## config.mk

```make
export PLATFORM = sky130hd
export DESIGN_NAME = apb_arb_master
export DESIGN_NICKNAME = d
export VERILOG_FILES = /design/src/rtl/apb_arb_pkg.sv /design/src/rtl/rr_arbiter.sv /design/src/rtl/apb_arb_master.sv
export SDC_FILE = /design/constraint.sdc
export NUM_CORES = 1
export LEC_CHECK = 0
export CAP_MARGIN = 20
export CORE_MARGIN = 5
export CORE_UTILIZATION = 43
export DETAILED_ROUTE_END_ITERATION = 16
export PLACE_DENSITY = 0.87
export SLEW_MARGIN = 0
export SYNTH_ARGS = -nofsm -noshare
export SYNTH_HDL_FRONTEND = slang
export SYNTH_SLANG_ARGS = --single-unit
```

## constraint.sdc

```tcl
create_clock -name PCLK -period 3.85 [get_ports PCLK]
set_input_delay 0.385 -clock PCLK [delete_from_list [all_inputs] [get_ports PCLK]]
set_output_delay 0.385 -clock PCLK [all_outputs]
set_load 0.01 [all_outputs]
```

## src/rtl/apb_arb_pkg.sv

```systemverilog
// Shared types and default sizing for the arbitrated APB master.
// Holds the FSM state encoding and the default parameter values.
package apb_arb_pkg;

    typedef enum logic [1:0] {
        StIdle,
        StSetup,
        StAccess
    } state_e;

    localparam int unsigned DefNReq    = 2;
    localparam int unsigned DefAddrW   = 32;
    localparam int unsigned DefDataW   = 32;
    localparam int unsigned DefTimeout = 16;

endpackage

```

## src/rtl/rr_arbiter.sv

```systemverilog
// Combinational round-robin selector: lowest set request at or after ptr wins,
// searching cyclically; grant is one-hot or zero.
module rr_arbiter #(
    parameter int unsigned N_REQ = 2
) (
    input  logic [N_REQ-1:0]         req,
    input  logic [$clog2(N_REQ)-1:0] ptr,
    output logic [N_REQ-1:0]         grant
);

    always_comb begin
        int unsigned idx;
        logic        found;
        grant = '0;
        found = 1'b0;
        idx   = 0;
        for (int unsigned i = 0; i < N_REQ; i++) begin
            idx = (int'(ptr) + i) % N_REQ;
            if (!found && req[idx]) begin
                grant[idx] = 1'b1;
                found      = 1'b1;
            end
        end
    end

endmodule

```

## src/rtl/apb_arb_master.sv

```systemverilog
// APB master shared by N_REQ requesters through a round-robin arbiter, with
// back-to-back transfers and a wait-state timeout that aborts with err.
module apb_arb_master
    import apb_arb_pkg::*;
#(
    parameter int unsigned N_REQ   = DefNReq,
    parameter int unsigned ADDR_W  = DefAddrW,
    parameter int unsigned DATA_W  = DefDataW,
    parameter int unsigned TIMEOUT = DefTimeout
) (
    input  logic                      PCLK,
    input  logic                      PRESETn,
    input  logic [N_REQ-1:0]          req,
    input  logic [N_REQ-1:0]          req_write,
    input  logic [N_REQ*ADDR_W-1:0]   req_addr,
    input  logic [N_REQ*DATA_W-1:0]   req_wdata,
    output logic [N_REQ-1:0]          grant,
    output logic [N_REQ-1:0]          done,
    output logic [N_REQ-1:0]          err,
    output logic [DATA_W-1:0]         rdata,
    output logic                      PSEL,
    output logic                      PENABLE,
    output logic                      PWRITE,
    output logic [ADDR_W-1:0]         PADDR,
    output logic [DATA_W-1:0]         PWDATA,
    input  logic [DATA_W-1:0]         PRDATA,
    input  logic                      PREADY
);

    localparam int unsigned PtrW = $clog2(N_REQ);
    localparam int unsigned CntW = $clog2(TIMEOUT + 1);

    state_e            state_q, state_d;
    logic [PtrW-1:0]   ptr_q, ptr_d;
    logic [CntW-1:0]   wait_q, wait_d;
    logic [N_REQ-1:0]  grant_q, grant_d;
    logic [N_REQ-1:0]  done_q, done_d;
    logic [N_REQ-1:0]  err_q, err_d;
    logic [DATA_W-1:0] rdata_q, rdata_d;
    logic              pwrite_q, pwrite_d;
    logic [ADDR_W-1:0] paddr_q, paddr_d;
    logic [DATA_W-1:0] pwdata_q, pwdata_d;

    logic [N_REQ-1:0]  arb_req, arb_grant;
    logic [PtrW-1:0]   win;
    logic              load, end_xfer;

    // At transfer end the just-served requester is masked so others get a turn.
    assign arb_req = (state_q == StIdle) ? req : (req & ~grant_q);

    rr_arbiter #(
        .N_REQ(N_REQ)
    ) u_arb (
        .req  (arb_req),
        .ptr  (ptr_q),
        .grant(arb_grant)
    );

    always_comb begin
        win = '0;
        for (int unsigned i = 0; i < N_REQ; i++) begin
            if (arb_grant[i]) win = PtrW'(i);
        end
    end

    always_comb begin
        state_d  = state_q;
        ptr_d    = ptr_q;
        wait_d   = wait_q;
        grant_d  = grant_q;
        done_d   = '0;
        err_d    = '0;
        rdata_d  = rdata_q;
        pwrite_d = pwrite_q;
        paddr_d  = paddr_q;
        pwdata_d = pwdata_q;
        load     = 1'b0;
        end_xfer = 1'b0;

        case (state_q)
            StIdle: begin
                if (|req) load = 1'b1;
            end
            StSetup: begin
                state_d = StAccess;
                wait_d  = '0;
            end
            StAccess: begin
                if (PREADY) begin
                    end_xfer = 1'b1;
                    done_d   = grant_q;
                    if (!pwrite_q) rdata_d = PRDATA;
                end else if (wait_q == CntW'(TIMEOUT - 1)) begin
                    end_xfer = 1'b1;
                    err_d    = grant_q;
                end else begin
                    wait_d = wait_q + 1'b1;
                end
            end
            default: state_d = StIdle;
        endcase

        if (end_xfer) begin
            if (|arb_req) begin
                load = 1'b1;
            end else begin
                state_d = StIdle;
                grant_d = '0;
            end
        end

        if (load) begin
            state_d  = StSetup;
            grant_d  = arb_grant;
            pwrite_d = req_write[win];
            paddr_d  = req_addr[int'(win)*ADDR_W +: ADDR_W];
            pwdata_d = req_wdata[int'(win)*DATA_W +: DATA_W];
            ptr_d    = (win == PtrW'(N_REQ - 1)) ? '0 : win + 1'b1;
        end
    end

    always_ff @(posedge PCLK or negedge PRESETn) begin
        if (!PRESETn) begin
            state_q  <= StIdle;
            ptr_q    <= '0;
            wait_q   <= '0;
            grant_q  <= '0;
            done_q   <= '0;
            err_q    <= '0;
            rdata_q  <= '0;
            pwrite_q <= 1'b0;
            paddr_q  <= '0;
            pwdata_q <= '0;
        end else begin
            state_q  <= state_d;
            ptr_q    <= ptr_d;
            wait_q   <= wait_d;
            grant_q  <= grant_d;
            done_q   <= done_d;
            err_q    <= err_d;
            rdata_q  <= rdata_d;
            pwrite_q <= pwrite_d;
            paddr_q  <= paddr_d;
            pwdata_q <= pwdata_d;
        end
    end

    assign PSEL    = (state_q != StIdle);
    assign PENABLE = (state_q == StAccess);
    assign PWRITE  = pwrite_q;
    assign PADDR   = paddr_q;
    assign PWDATA  = pwdata_q;
    assign grant   = grant_q;
    assign done    = done_q;
    assign err     = err_q;
    assign rdata   = rdata_q;

endmodule

```

==> results of run 1 <==
==> metal layers <==
layer  vias up  track usage [%]
met2       168             35.3
met4         0             7.89
met3        27             7.12
li1       1767                -
met5         -                0
met1      1835             21.9
==> cell usage after synthesis, types with 2 or more instances <==
master    number  area [um2]
mux2_2       139        1570
o21ai_0        8        40.0
nor2_1         2        7.51
nand3_1        2        10.0
and4b_1        2        20.0
buf_6          3        33.8
a22o_1         2        17.5
mux2_1        24         270
dfrtp_1      111        2780
nand2_1        7        26.3
buf_2          7        35.0
nand2b_1       2        12.5
clkbuf_1       3        11.3
inv_1          5        18.8
and3_1         4        25.0
buf_4          4        30.0
ha_1           6        75.1
==> sequential cells by signal (all words and copies together) (netlist names) <==
register  flops
PADDR        32
PWDATA       32
rdata        32
wait_q        5
done          2
err           2
grant         2
state_q       2
PWRITE        1
ptr_q         1
==> cell families after synthesis <==
family                     share of synthesized area, %
AOI/OAI and AO/OA                                  2.17
muxes                                              36.3
buffers and inverters                              2.61
and+or+nand+nor                                    2.83
adders and majority gates                          1.48
DFF                                                54.6
==> worst min-delay path by stage <==
| stage | startpoint | endpoint | cells after the start |
|---|---|---|---|
| 6_report | PRESETn | PADDR[24] | 1 |
| 5_1_grt | PRESETn | PADDR[23] | 1 |
| 4_1_cts | PRESETn | PADDR[24] | 1 |
| 3_5_place_dp | wait_q[4] | wait_q[4] | 2 |
| 3_3_place_gp | wait_q[4] | wait_q[4] | 2 |
| 2_1_floorplan | PRESETn | PADDR[0] | 0 |
==> final cells by class <==
type | instances | area share, %
flip-flops and latches | 111 | 33.9
clock buffers | 11 | 2.84
well taps | 143 | 2.18
inverters | 5 | 0.229
clock inverters | 5 | 0.397
multi-input cells | 209 | 26.6
repair buffers | 277 | 33.8
==> critical path, stage by stage (launching register included) <==
cell and delay, ns:
dfrtp_1 0.36, inv_1 0.12, ha_1 0.45, o21ai_1 0.21, and2_1 0.26, nor2_4 0.13
buf_12 0.31, mux2_2 0.39
==> metrics by stage <==
| stage | setup slack, ns | cell area [um2] |
|---|---|---|
| 6_report | 1.43 | 8190 |
| 5_1_grt | 1.23 | 8190 |
| 4_1_cts | 1.44 | 8190 |
| 3_5_place_dp | 1.30 | 7930 |
| 3_3_place_gp | 1.37 | 7930 |
| 2_1_floorplan | 1.69 | 5080 |
==> report_power, final <==
| group | internal [W] | switching, W | leakage (nW) |
|---|---|---|---|
| sequential | 0.00173 | 0.000297 | 1.34 |
| combinational | 0.00187 | 0.00115 | 1.91 |
| clock | 0.000442 | 0.000416 | 0.134 |
==> key figures, run 1 <==
Detailed routing
  • Final ANT Viol Nets: 0
  • WL met2: 7.38 mm
  • WL/cell: roughly 19 um
  • Max layer used: met4
  • WL final: 14.2 mm
  • DR vias: 3,797
  • Met3 routed WL: about 1.2 mm
  • Initial DRT Pass Iterations: 4
  • Via/cell ratio: between 4 and 5
  • DRC: 0
  • Violation count after the first detailed-route iteration: roughly 110
  • Met1 WL: just over 5 mm

Global routing
  • GRT Total Usage: 20.0%
  • Overflow after GRT: 0
  • Vias in the first global route: 4,231
  • First-pass GRT wire length: 22.6 mm
  • Initial antenna violation count: 0
  • Largest net degree at the start of global routing: approximately 70

STA
  • RSZ-0062 raised after global routing: false
  • FMAX: a little over 400 MHz
  • Tmin final: between 2 and 2.5 ns
  • Final Cycle Share: between 60% and 70%
  • Finish-stage setup viols: 0
  • Setup TNS Final: 0 ns
  • Final hold slack: 0.128 ns
  • Skew final: 0.00647 ns
  • Tightest Pin Transition: 0.781 ns
  • Fin. Hold Viols: 0
  • Max Transition Viols Final: 0
  • Slew HR: 47.9%

Placement
  • Gpl congestion: approximately 0.77
  • # placed instances: 745
  • Port buffer count: between 200 and 300
  • DP HPWL: 11.0 mm

Clock tree
  • TritonCTS buffer count: 9
  • Clock sink count: between 100 and 150
  • Clock Tree Root: clkbuf_16
  • H-tree lvl count: 3
  • TritonCTS clock tree: yes
  • Clk Latency, worst-skew pair: 0.34 ns
  • Post-CTS resize count: 0
  • Post CTS Setup Buffer Count: 0
  • Cts hold-fix bufs: 0
  • Reg clk slew, reported paths: 0.07 ns
  • CTS Buffer Depth: 2

Worst setup path
  • Worst EP arrival: 2.64 ns
  • CP startpoint kind: flip-flop
  • CP Capture Point: PADDR[20]
  • R2r endpoint: PADDR[20]
  • Crit path from: state_q[0]
  • CP Data Required Time: between 4 and 5 ns
  • Path depth of the worst reg2reg path: 7
  • R2R setup slack: between 1 and 1.5 ns
  • CP Class: flip-flop to flip-flop
  • Crit Reg-Reg Startpoint: state_q[0]
  • Crit end category: flip-flop
  • CP max FO: 67

Die
  • Row Count: 39
  • Initial core utilization: 44.2%
  • Core Region: between 0.01 and 0.015 mm2
  • I/O Pins: around 270
  • Horiz. Die Dim: 119 um
  • Die area: 0.0141 mm2
  • Die Span Y: about 120 um

Cells and area
  • Inserted Diodes: 0
  • Register Area: roughly 0.0028 mm2
  • Layout Utilization: 71.1%
  • Multi-input combinational cell area: 0.00218 mm2
  • Most frequent cells in the layout: clkdlybuf4s50_1 (270), mux2_2 (139), dfrtp_1 (111), mux2_1 (24), clkbuf_16 (9)
  • Fill count: 822
  • P&R area growth vs syn: 61.1%
  • Share of post-route cells with drive strength above 1: 26.7%
  • Commonest non-fill, non-tap cell in the layout: clkdlybuf4s50_1
  • Final net count: 786
  • Post-route insts no fill: about 760

Power and ir drop
  • Pwr/cell area: 720 mW/mm2
  • Cell leakage power: 3.38 nW
  • Pwr Total: 0.00590 W
  • Maximum vdd drop: 383 uV

Synth
  • Sequential element share of the synthesized area: about 55%
  • Cell area after synthesis: 0.00508 mm2
  • Synth warn: 0
  • Netlist cell types: 29
  • Net Count, Synth: 516
  • FF+latch count, synth: 111
  • Syn avg cell area: 14.8 um2
  • Post-synth EDFFs: 0
  • Ys flop type: dfrtp_1
  • Synthesized instance count: 343
  • Ys async rst share: 100%

Run status
  • Status: completed

Job
  • Max cap viols: 0

Worst hold path
  • Hold crit path type: input pin to async pin
Note: power is estimated with default switching activity, not from simulation.
==> run 2, diff against run 1 <==
--- a/config.mk
+++ b/config.mk
@@ -7,9 +7,9 @@
 export LEC_CHECK = 0
 export CAP_MARGIN = 20
 export CORE_MARGIN = 5
-export CORE_UTILIZATION = 43
+export CORE_UTILIZATION = 36
 export DETAILED_ROUTE_END_ITERATION = 16
-export PLACE_DENSITY = 0.87
+export PLACE_DENSITY = 0.78
 export SLEW_MARGIN = 0
 export SYNTH_ARGS = -nofsm -noshare
 export SYNTH_HDL_FRONTEND = slang
==> constraint.sdc (replaced) <==
create_clock -name PCLK -period 2.1 [get_ports PCLK]
set_input_delay 0.21 -clock PCLK [delete_from_list [all_inputs] [get_ports PCLK]]
set_output_delay 0.21 -clock PCLK [all_outputs]
set_load 0.01 [all_outputs]
==> run 2 against run 1 <==
Compared with the run above: the flow now finishes with violations (negative setup slack); routed wire length grew 12%; via count is 4.0% higher; non-clock buffer count is 31 higher; clock power increased by 90%; combinational power increased by 130%; flip-flop and latch count stayed put; sequential power grew 85%; register-to-register slack worse by 1.5 ns; die area is 18% higher; clock skew is 0.00076 ns higher; critical path depth grew 1; critical endpoint is now PADDR[17]; largest cell class is now buffers; highest routed layer unchanged.
==> key figures, run 2 (same netlist as run 1, synthesis figures left out) <==
Cells and area
  • P&R area growth vs syn: 77.5%
  • Final Cell Area: 0.00902 mm2 (+10%)
  • Most frequent cells in the layout: clkdlybuf4s50_1 (269), dfrtp_1 (111), mux2_4 (78), mux2_2 (73), buf_4 (22)
  • Final net count: 817 (+3.9%)
  • Commonest non-fill, non-tap cell in the layout: clkdlybuf4s50_1
  • Inserted Diodes: 0 (unchanged)
  • Share of post-route cells with drive strength above 1: 33.4% (+6.7 points)

Worst hold path
  • Hold crit path type: input pin to async pin

Global routing
  • Initial antenna violation count: 0 (unchanged)
  • GRT Total Usage: 17.4% (-2.6 points)
  • Overflow after GRT: 0 (unchanged)
  • First-pass GRT wire length: 22.5 mm (-0.46%)
  • Largest net degree at the start of global routing: 75 (+10%)
  • Vias in the first global route: 4,361 (+3.1%)

Worst setup path
  • Worst EP arrival: 2.40 ns (-0.24 ns)
  • CP Data Required Time: 2.32 ns (-1.75 ns)
  • CP Class: flip-flop to flip-flop
  • Crit end category: flip-flop
  • CP startpoint kind: flip-flop
  • Crit path from: state_q[1]
  • CP max-delay cell: dfrtp_1
  • Max incr delay on CP: 0.39 ns (-0.06 ns)
  • R2R setup slack: -0.08 ns (-1.51 ns)
  • Crit Reg-Reg Startpoint: state_q[1]
  • CP max FO: 8 (-88%)
  • WP buf/inv: 3 (+1)
  • Worst-path cell chain: inv_2 > ha_4 > and2b_4 > o311ai_4 > buf_8 > clkbuf_16 > mux2_4 > mux2_2
  • Largest delay share family, worst path: multiplexers

Clock tree
  • Clock sink count: 111 (unchanged)
  • CTS Buffer Depth: 2 (unchanged)
  • Clk Latency, worst-skew pair: 0.34 ns (about the same)
  • TritonCTS clock tree: yes
  • Reg clk slew, reported paths: 0.07 ns (about the same)
  • TritonCTS buffer count: 9 (unchanged)
  • H-tree lvl count: 3 (unchanged)
  • Clock Tree Root: clkbuf_16

Power and ir drop
  • Cell leakage power: 3.96 nW (+17%)
  • Maximum vdd drop: 720 uV (+88%)
  • Sw frac: 31.2% (-0.33 points)
  • Combinational share of power: 55.8% (+4.7 points)
  • Switch Pwr: 0.00380 W (+100%)
  • Clock power frac: 13.4% (-1.1 points)
  • Pwr/cell area: 1350 mW/mm2 (+87%)
  • Internal cell power: 0.00837 W (+110%)
  • Reg power frac: 30.8% (-3.6 points)

Detailed routing
  • Violation count after the first detailed-route iteration: 115 (+2.7%)
  • Initial DRT Pass Iterations: 4 (unchanged)
  • Final ANT Viol Nets: 0 (unchanged)
  • WL/cell: 19.1 um (+2.6%)
  • Via/cell ratio: 4.76 (-4.6%)
  • WL final: 15.9 mm (+12%)
  • DR vias: 3,947 (+4.0%)
  • DRC: 0 (unchanged)

Die
  • Die Span Y: 129 um (+8.5%)
  • Row Count: 43 (+10%)
  • Core Region: 0.0139 mm2 (+21%)
  • I/O Pins: 272 (unchanged)
  • Horiz. Die Dim: 129 um (+8.5%)
  • Die area: 0.0166 mm2 (+18%)
  • Initial core utilization: 36.6% (-7.5 points)

STA
  • Tmin final: 2.18 ns (-0.238 ns)
  • Final worst setup slack: -0.0788 ns (-1.51 ns)
  • Max Transition Viols Final: 0 (unchanged)
  • Finish-stage setup viols: 60 (+60)
  • Final Cycle Share: 104% (+41 points)
  • Final hold slack: 0.381 ns (+0.252 ns)
  • RSZ-0062 raised after global routing: true
  • Setup TNS Final: -2.09 ns (-2.09 ns)
  • FMAX: 459 MHz (+11%)
  • Fin. Hold Viols: 0 (unchanged)
  • Slew HR: 72.7% (+25 points)
  • Skew final: 0.00722 ns (+0.000756 ns)
  • Tightest Pin Transition: 0.410 ns (-0.372 ns)

Placement
  • Gpl congestion: 0.759 (-1.1%)
  • DP HPWL: 11.2 mm (+0.99%)
  • Port buffer count: 271 (unchanged)
  • DP Area: 0.00820 mm2 (+3.4%)

Run status
  • Failing checks: negative setup slack
  • Status: finished with violations

Job
  • Max cap viols: 0 (unchanged)
## run 2: timing repair
action / CTS / global route
setup buffers: 2 / 2
setup endpoints to repair: 63 / 66
resized for setup: 3 / 87
hold buffers: 1 / 0
gates cloned: 2 / 5
pin swaps: 1 / 2
hold endpoints to repair: 111 / 0
## run 2: final timing paths
kind	endpoint	depth (start not counted)
max in group asynchronous	state_q[0]	3
hold reg to reg	wait_q[4]	2
setup / recovery	PADDR[17]	8
setup reg to reg	PADDR[17]	8
hold / removal	PADDR[0]	3
min in group PCLK	rdata[27]	2
## run 2: area by class of cell
cell class              count  area, um2
fillers                  1069       4860
multi-input cells         209       2500
flip-flops and latches    111       2780
repair buffers            308       3220
inverters                   5       18.8
clock buffers              10        239
clock inverters             6       45.0
well taps                 180        225
## run 2: power by group through the flow
stage | Sequential [W] | Combinational [W] | Clock [W]
after global placement | 0.00370 | 0.00575 | 0
after CTS | 0.00373 | 0.00604 | 0.00169
after detailed placement | 0.00376 | 0.00588 | 0
after global routing | 0.00387 | 0.00718 | 0.00177
after floorplan | 0.00416 | 0.00229 | 0
final | 0.00375 | 0.00679 | 0.00163
## run 2: worst min-delay path: cells and delay by family
family,cells,cell delay (ns)
buf+inv,3,0.88
## run 2: stage by stage
stage          util (%)  std cells  setup WS, ns  power (W)
2_1_floorplan         -        343       0.00151    0.00645
3_3_place_gp       59.0        801       -0.0904    0.00945
3_5_place_dp       59.0        801        -0.150    0.00964
4_1_cts            61.7        822        -0.112     0.0115
5_1_grt            65.0        829        -0.121     0.0128
6_report           65.0        829       -0.0788     0.0122
## run 2: metal layers
layer  track usage, %  wire, um
met3             5.19      1160
met2             31.4      8250
met4             7.35       432
met1             18.8      6030
met5                0         0
==> run 3, diff against run 2 <==
--- a/config.mk
+++ b/config.mk
@@ -10,7 +10,9 @@
 export CORE_UTILIZATION = 36
 export DETAILED_ROUTE_END_ITERATION = 16
 export PLACE_DENSITY = 0.78
+export SETUP_SLACK_MARGIN = 0.3
 export SLEW_MARGIN = 0
 export SYNTH_ARGS = -nofsm -noshare
 export SYNTH_HDL_FRONTEND = slang
+export SYNTH_HIERARCHICAL = 1
 export SYNTH_SLANG_ARGS = --single-unit
==> run 3 against run 2 <==
Compared with the run above: the flow still finishes with violations (negative setup slack); sequential power about the same; global-route usage increased by 2.3 points; critical path depth increased by 1; first-iteration DRC count increased by 28%; clock power increased by 13%; worst setup slack improved by 0.032 ns; clock-buffer cell count increased by 3; core utilization increased by 3.3 points.
==> key figures, run 3 <==
Run status
  • Status: finished with violations
  • Failing checks: negative setup slack

STA
  • Max Transition Viols Final: 0 (unchanged)
  • Final worst setup slack: -0.0464 ns (+0.0324 ns)
  • FMAX: 466 MHz (+1.5%)
  • Final hold slack: 0.341 ns (-0.0399 ns)
  • Finish-stage setup viols: 39 (-35%)
  • Skew final: 0.00389 ns (-0.00333 ns)
  • Tmin final: 2.15 ns (-0.0324 ns)
  • Setup TNS Final: -1.03 ns (+1.06 ns)
  • Final Cycle Share: 102% (-1.5 points)
  • Tightest Pin Transition: 0.410 ns (+0.000521 ns)
  • RSZ-0062 raised after global routing: true
  • Fin. Hold Viols: 0 (unchanged)
  • Slew HR: 72.7% (about the same)

Placement
  • Gpl congestion: 0.794 (+4.6%)
  • Worst slack at placement: -0.138 ns (+0.0116 ns)
  • DP HPWL: 11.7 mm (+4.6%)
  • # placed instances: 800 (-0.12%)
  • Port buffer count: 271 (unchanged)

Synth
  • Sequential element share of the synthesized area: 54.4% (-0.21 points)
  • Net Count, Synth: 516 (unchanged)
  • Simple-gate share of the synthesized area: 2.60% (-0.23 points)
  • Synth top area share: 54.4% (-0.21 points)
  • Count leader, synth: mux2_2
  • Post-synth EDFFs: 0 (unchanged)
  • Largest family of logic cells by synthesized area: multiplexers
  • Post-synthesis adder-cell area fraction: 1.23% (-0.25 points)
  • Compound-Gate Fraction of Synth Area: 2.65% (+0.48 points)
  • Ys flop type: dfrtp_1
  • Post-Synth XOR/XNOR Area: 0% (unchanged)
  • Most common library cells after synthesis: mux2_2 (156), dfrtp_1 (111), inv_1 (8), buf_2 (7)
  • Ys async rst share: 100% (unchanged)
  • Netlist cell types: 30 (+3.4%)
  • Synthesized instance count: 344 (+0.29%)
  • Synth warn: 6 (+6)
  • Synth top area cells: dfrtp_1 (54%), mux2_2 (34%), mux2_4 (1.8%)
  • Multiplexer area fraction after synthesis: 36.4% (+0.078 points)
  • Syn avg cell area: 14.8 um2 (+0.10%)
  • Synth area leader: dfrtp_1
  • Cell area after synthesis: 0.00510 mm2 (+0.39%)
  • FF+latch count, synth: 111 (unchanged)

Clock tree
  • CTS Buffer Depth: 2 (unchanged)
  • Clk Latency, worst-skew pair: 0.34 ns (about the same)
  • Clock sink count: 111 (unchanged)
  • TritonCTS clock tree: yes
  • Reg clk slew, reported paths: 0.07 ns (about the same)
  • Clock Tree Root: clkbuf_16
  • H-tree lvl count: 3 (unchanged)
  • TritonCTS buffer count: 9 (unchanged)

Power and ir drop
  • Pwr/cell area: 1400 mW/mm2 (+3.7%)
  • Cell leakage power: 4.24 nW (+7.2%)
  • Maximum vdd drop: 725 uV (+0.67%)

Detailed routing
  • Violation count after the first detailed-route iteration: 147 (+28%)
  • DRC: 0 (unchanged)
  • Max layer used: met4
  • WL/cell: 20.6 um (+7.6%)
  • Via/cell ratio: 4.84 (+1.8%)
  • Initial DRT Pass Iterations: 4 (unchanged)
  • Final ANT Viol Nets: 0 (unchanged)
  • Met3 routed WL: 1.25 mm (+7.7%)
  • WL met2: 9.10 mm (+10%)
  • WL final: 17.4 mm (+9.4%)
  • Met1 WL: 6.66 mm (+11%)
  • DR vias: 4,084 (+3.5%)

Worst setup path
  • CP Class: flip-flop to flip-flop
  • CP Data Required Time: 2.32 ns (about the same)
  • Worst EP arrival: 2.37 ns (-0.03 ns)
  • CP max FO: 12 (+4)
  • Crit end category: flip-flop
  • CP startpoint kind: flip-flop

Die
  • Die area: 0.0167 mm2 (+0.37%)
  • Core Region: 0.0139 mm2 (unchanged)
  • Die Span Y: 129 um (+0.18%)
  • Horiz. Die Dim: 129 um (+0.18%)
  • I/O Pins: 272 (unchanged)
  • Row Count: 43 (unchanged)
  • Initial core utilization: 36.8% (+0.14 points)

Cells and area
  • Most frequent cells in the layout: clkdlybuf4s50_1 (268), mux2_4 (116), dfrtp_1 (111), mux2_2 (46), buf_4 (24)
  • P&R area growth vs syn: 85.9%
  • Commonest non-fill, non-tap cell in the layout: clkdlybuf4s50_1
  • Fill count: 954 (-11%)
  • Final net count: 830 (+1.6%)
  • Post-route insts no fill: 843 (+1.7%)
  • Inserted Diodes: 0 (unchanged)
  • Share of post-route cells with drive strength above 1: 36.5% (+3.1 points)

Job
  • Max cap viols: 0 (unchanged)

Global routing
  • Vias in the first global route: 4,528 (+3.8%)
  • Initial antenna violation count: 0 (unchanged)
  • Largest net degree at the start of global routing: 63 (-16%)
  • GRT Total Usage: 19.7% (+2.3 points)
  • Overflow after GRT: 0 (unchanged)
  • First-pass GRT wire length: 25.2 mm (+12%)

Worst hold path
  • Hold crit path type: input pin to async pin
==> run 3: layout make-up <==
cell class / instances / area, um2 / share of cell area (%)
Multi-Input combinational cell: 207 / 2670 / 28.2
Clock inverter: 3 / 65.1 / 0.686
Timing Repair Buffer: 321 / 3450 / 36.4
Sequential cell: 111 / 2780 / 29.3
Tap cell: 180 / 225 / 2.37
Clock buffer: 13 / 260 / 2.74
Inverter: 8 / 32.5 / 0.343
==> run 3: per-stage QoR <==
step | util, % | instance area [um2] | power (W)
finish | 68.4 | 9490 | 0.0133
global route | 68.4 | 9490 | 0.0139
CTS | 66.3 | 9210 | 0.0128
detailed placement | 59.8 | 8300 | 0.0100
global placement | 59.8 | 8300 | 0.00982
floorplan | - | 5270 | 0.00683
==> run 3: cells by family after synthesis <==
family / count (synthesis)
AO/OA/AOI/OAI: 17
adder cells (fa/ha/maj): 5
buffers and inverters: 26
flip-flops: 111
multiplexers: 163
AND/OR/NAND/NOR: 22
==> run 3: worst paths after layout <==
kind / endpoint / slack [ns] / cells after the start / from
max: PADDR[27] / -0.05 / 9 / state_q[1]
min: PWDATA[13] / 0.34 / 2 / PRESETn
max reg2reg: PADDR[27] / -0.05 / 9 / state_q[1]
min reg2reg: rdata[16] / 0.50 / 1 / rdata[16]
max in group asynchronous: PADDR[26] / 1.07 / 3 / PRESETn
min in group PCLK: rdata[9] / 0.48 / 2 / PRDATA[9]
==> run 3: timing repair <==
action	in CTS	in global routing
pin swaps	1	5
buffers inserted	10	6
cloned	8	2
setup endpoints to repair	104	104
gates resized for setup	71	51
endpoints found under the hold margin	27	0
hold buffers	1	0
==> run 3: where the power goes <==
group	leakage, nW	total, W	internal [W]	switching [W]
Clock	0.160	0.00184	0.00111	0.000732
Combinational	2.75	0.00769	0.00497	0.00272
Sequential	1.34	0.00374	0.00317	0.000568
Total	4.24	0.0133	0.00925	0.00402
==> run 3: critical path, stage by stage, from the launching register on <==
cell and delay (ns):
dfrtp_1 0.40, inv_2 0.08, ha_4 0.15, inv_4 0.04, a21boi_2 0.15, a21boi_4 0.24, buf_12 0.21, buf_16 0.18
mux2_4 0.32, mux2_4 0.26
==> run 3: metal layers <==
| metal | up-vias | GRT usage (%) |
|---|---|---|
| li1 | 1858 | - |
| met1 | 2020 | 21.9 |
| met2 | 183 | 36.7 |
| met3 | 23 | 4.74 |
| met4 | 0 | 6.36 |
| met5 | - | 0 |
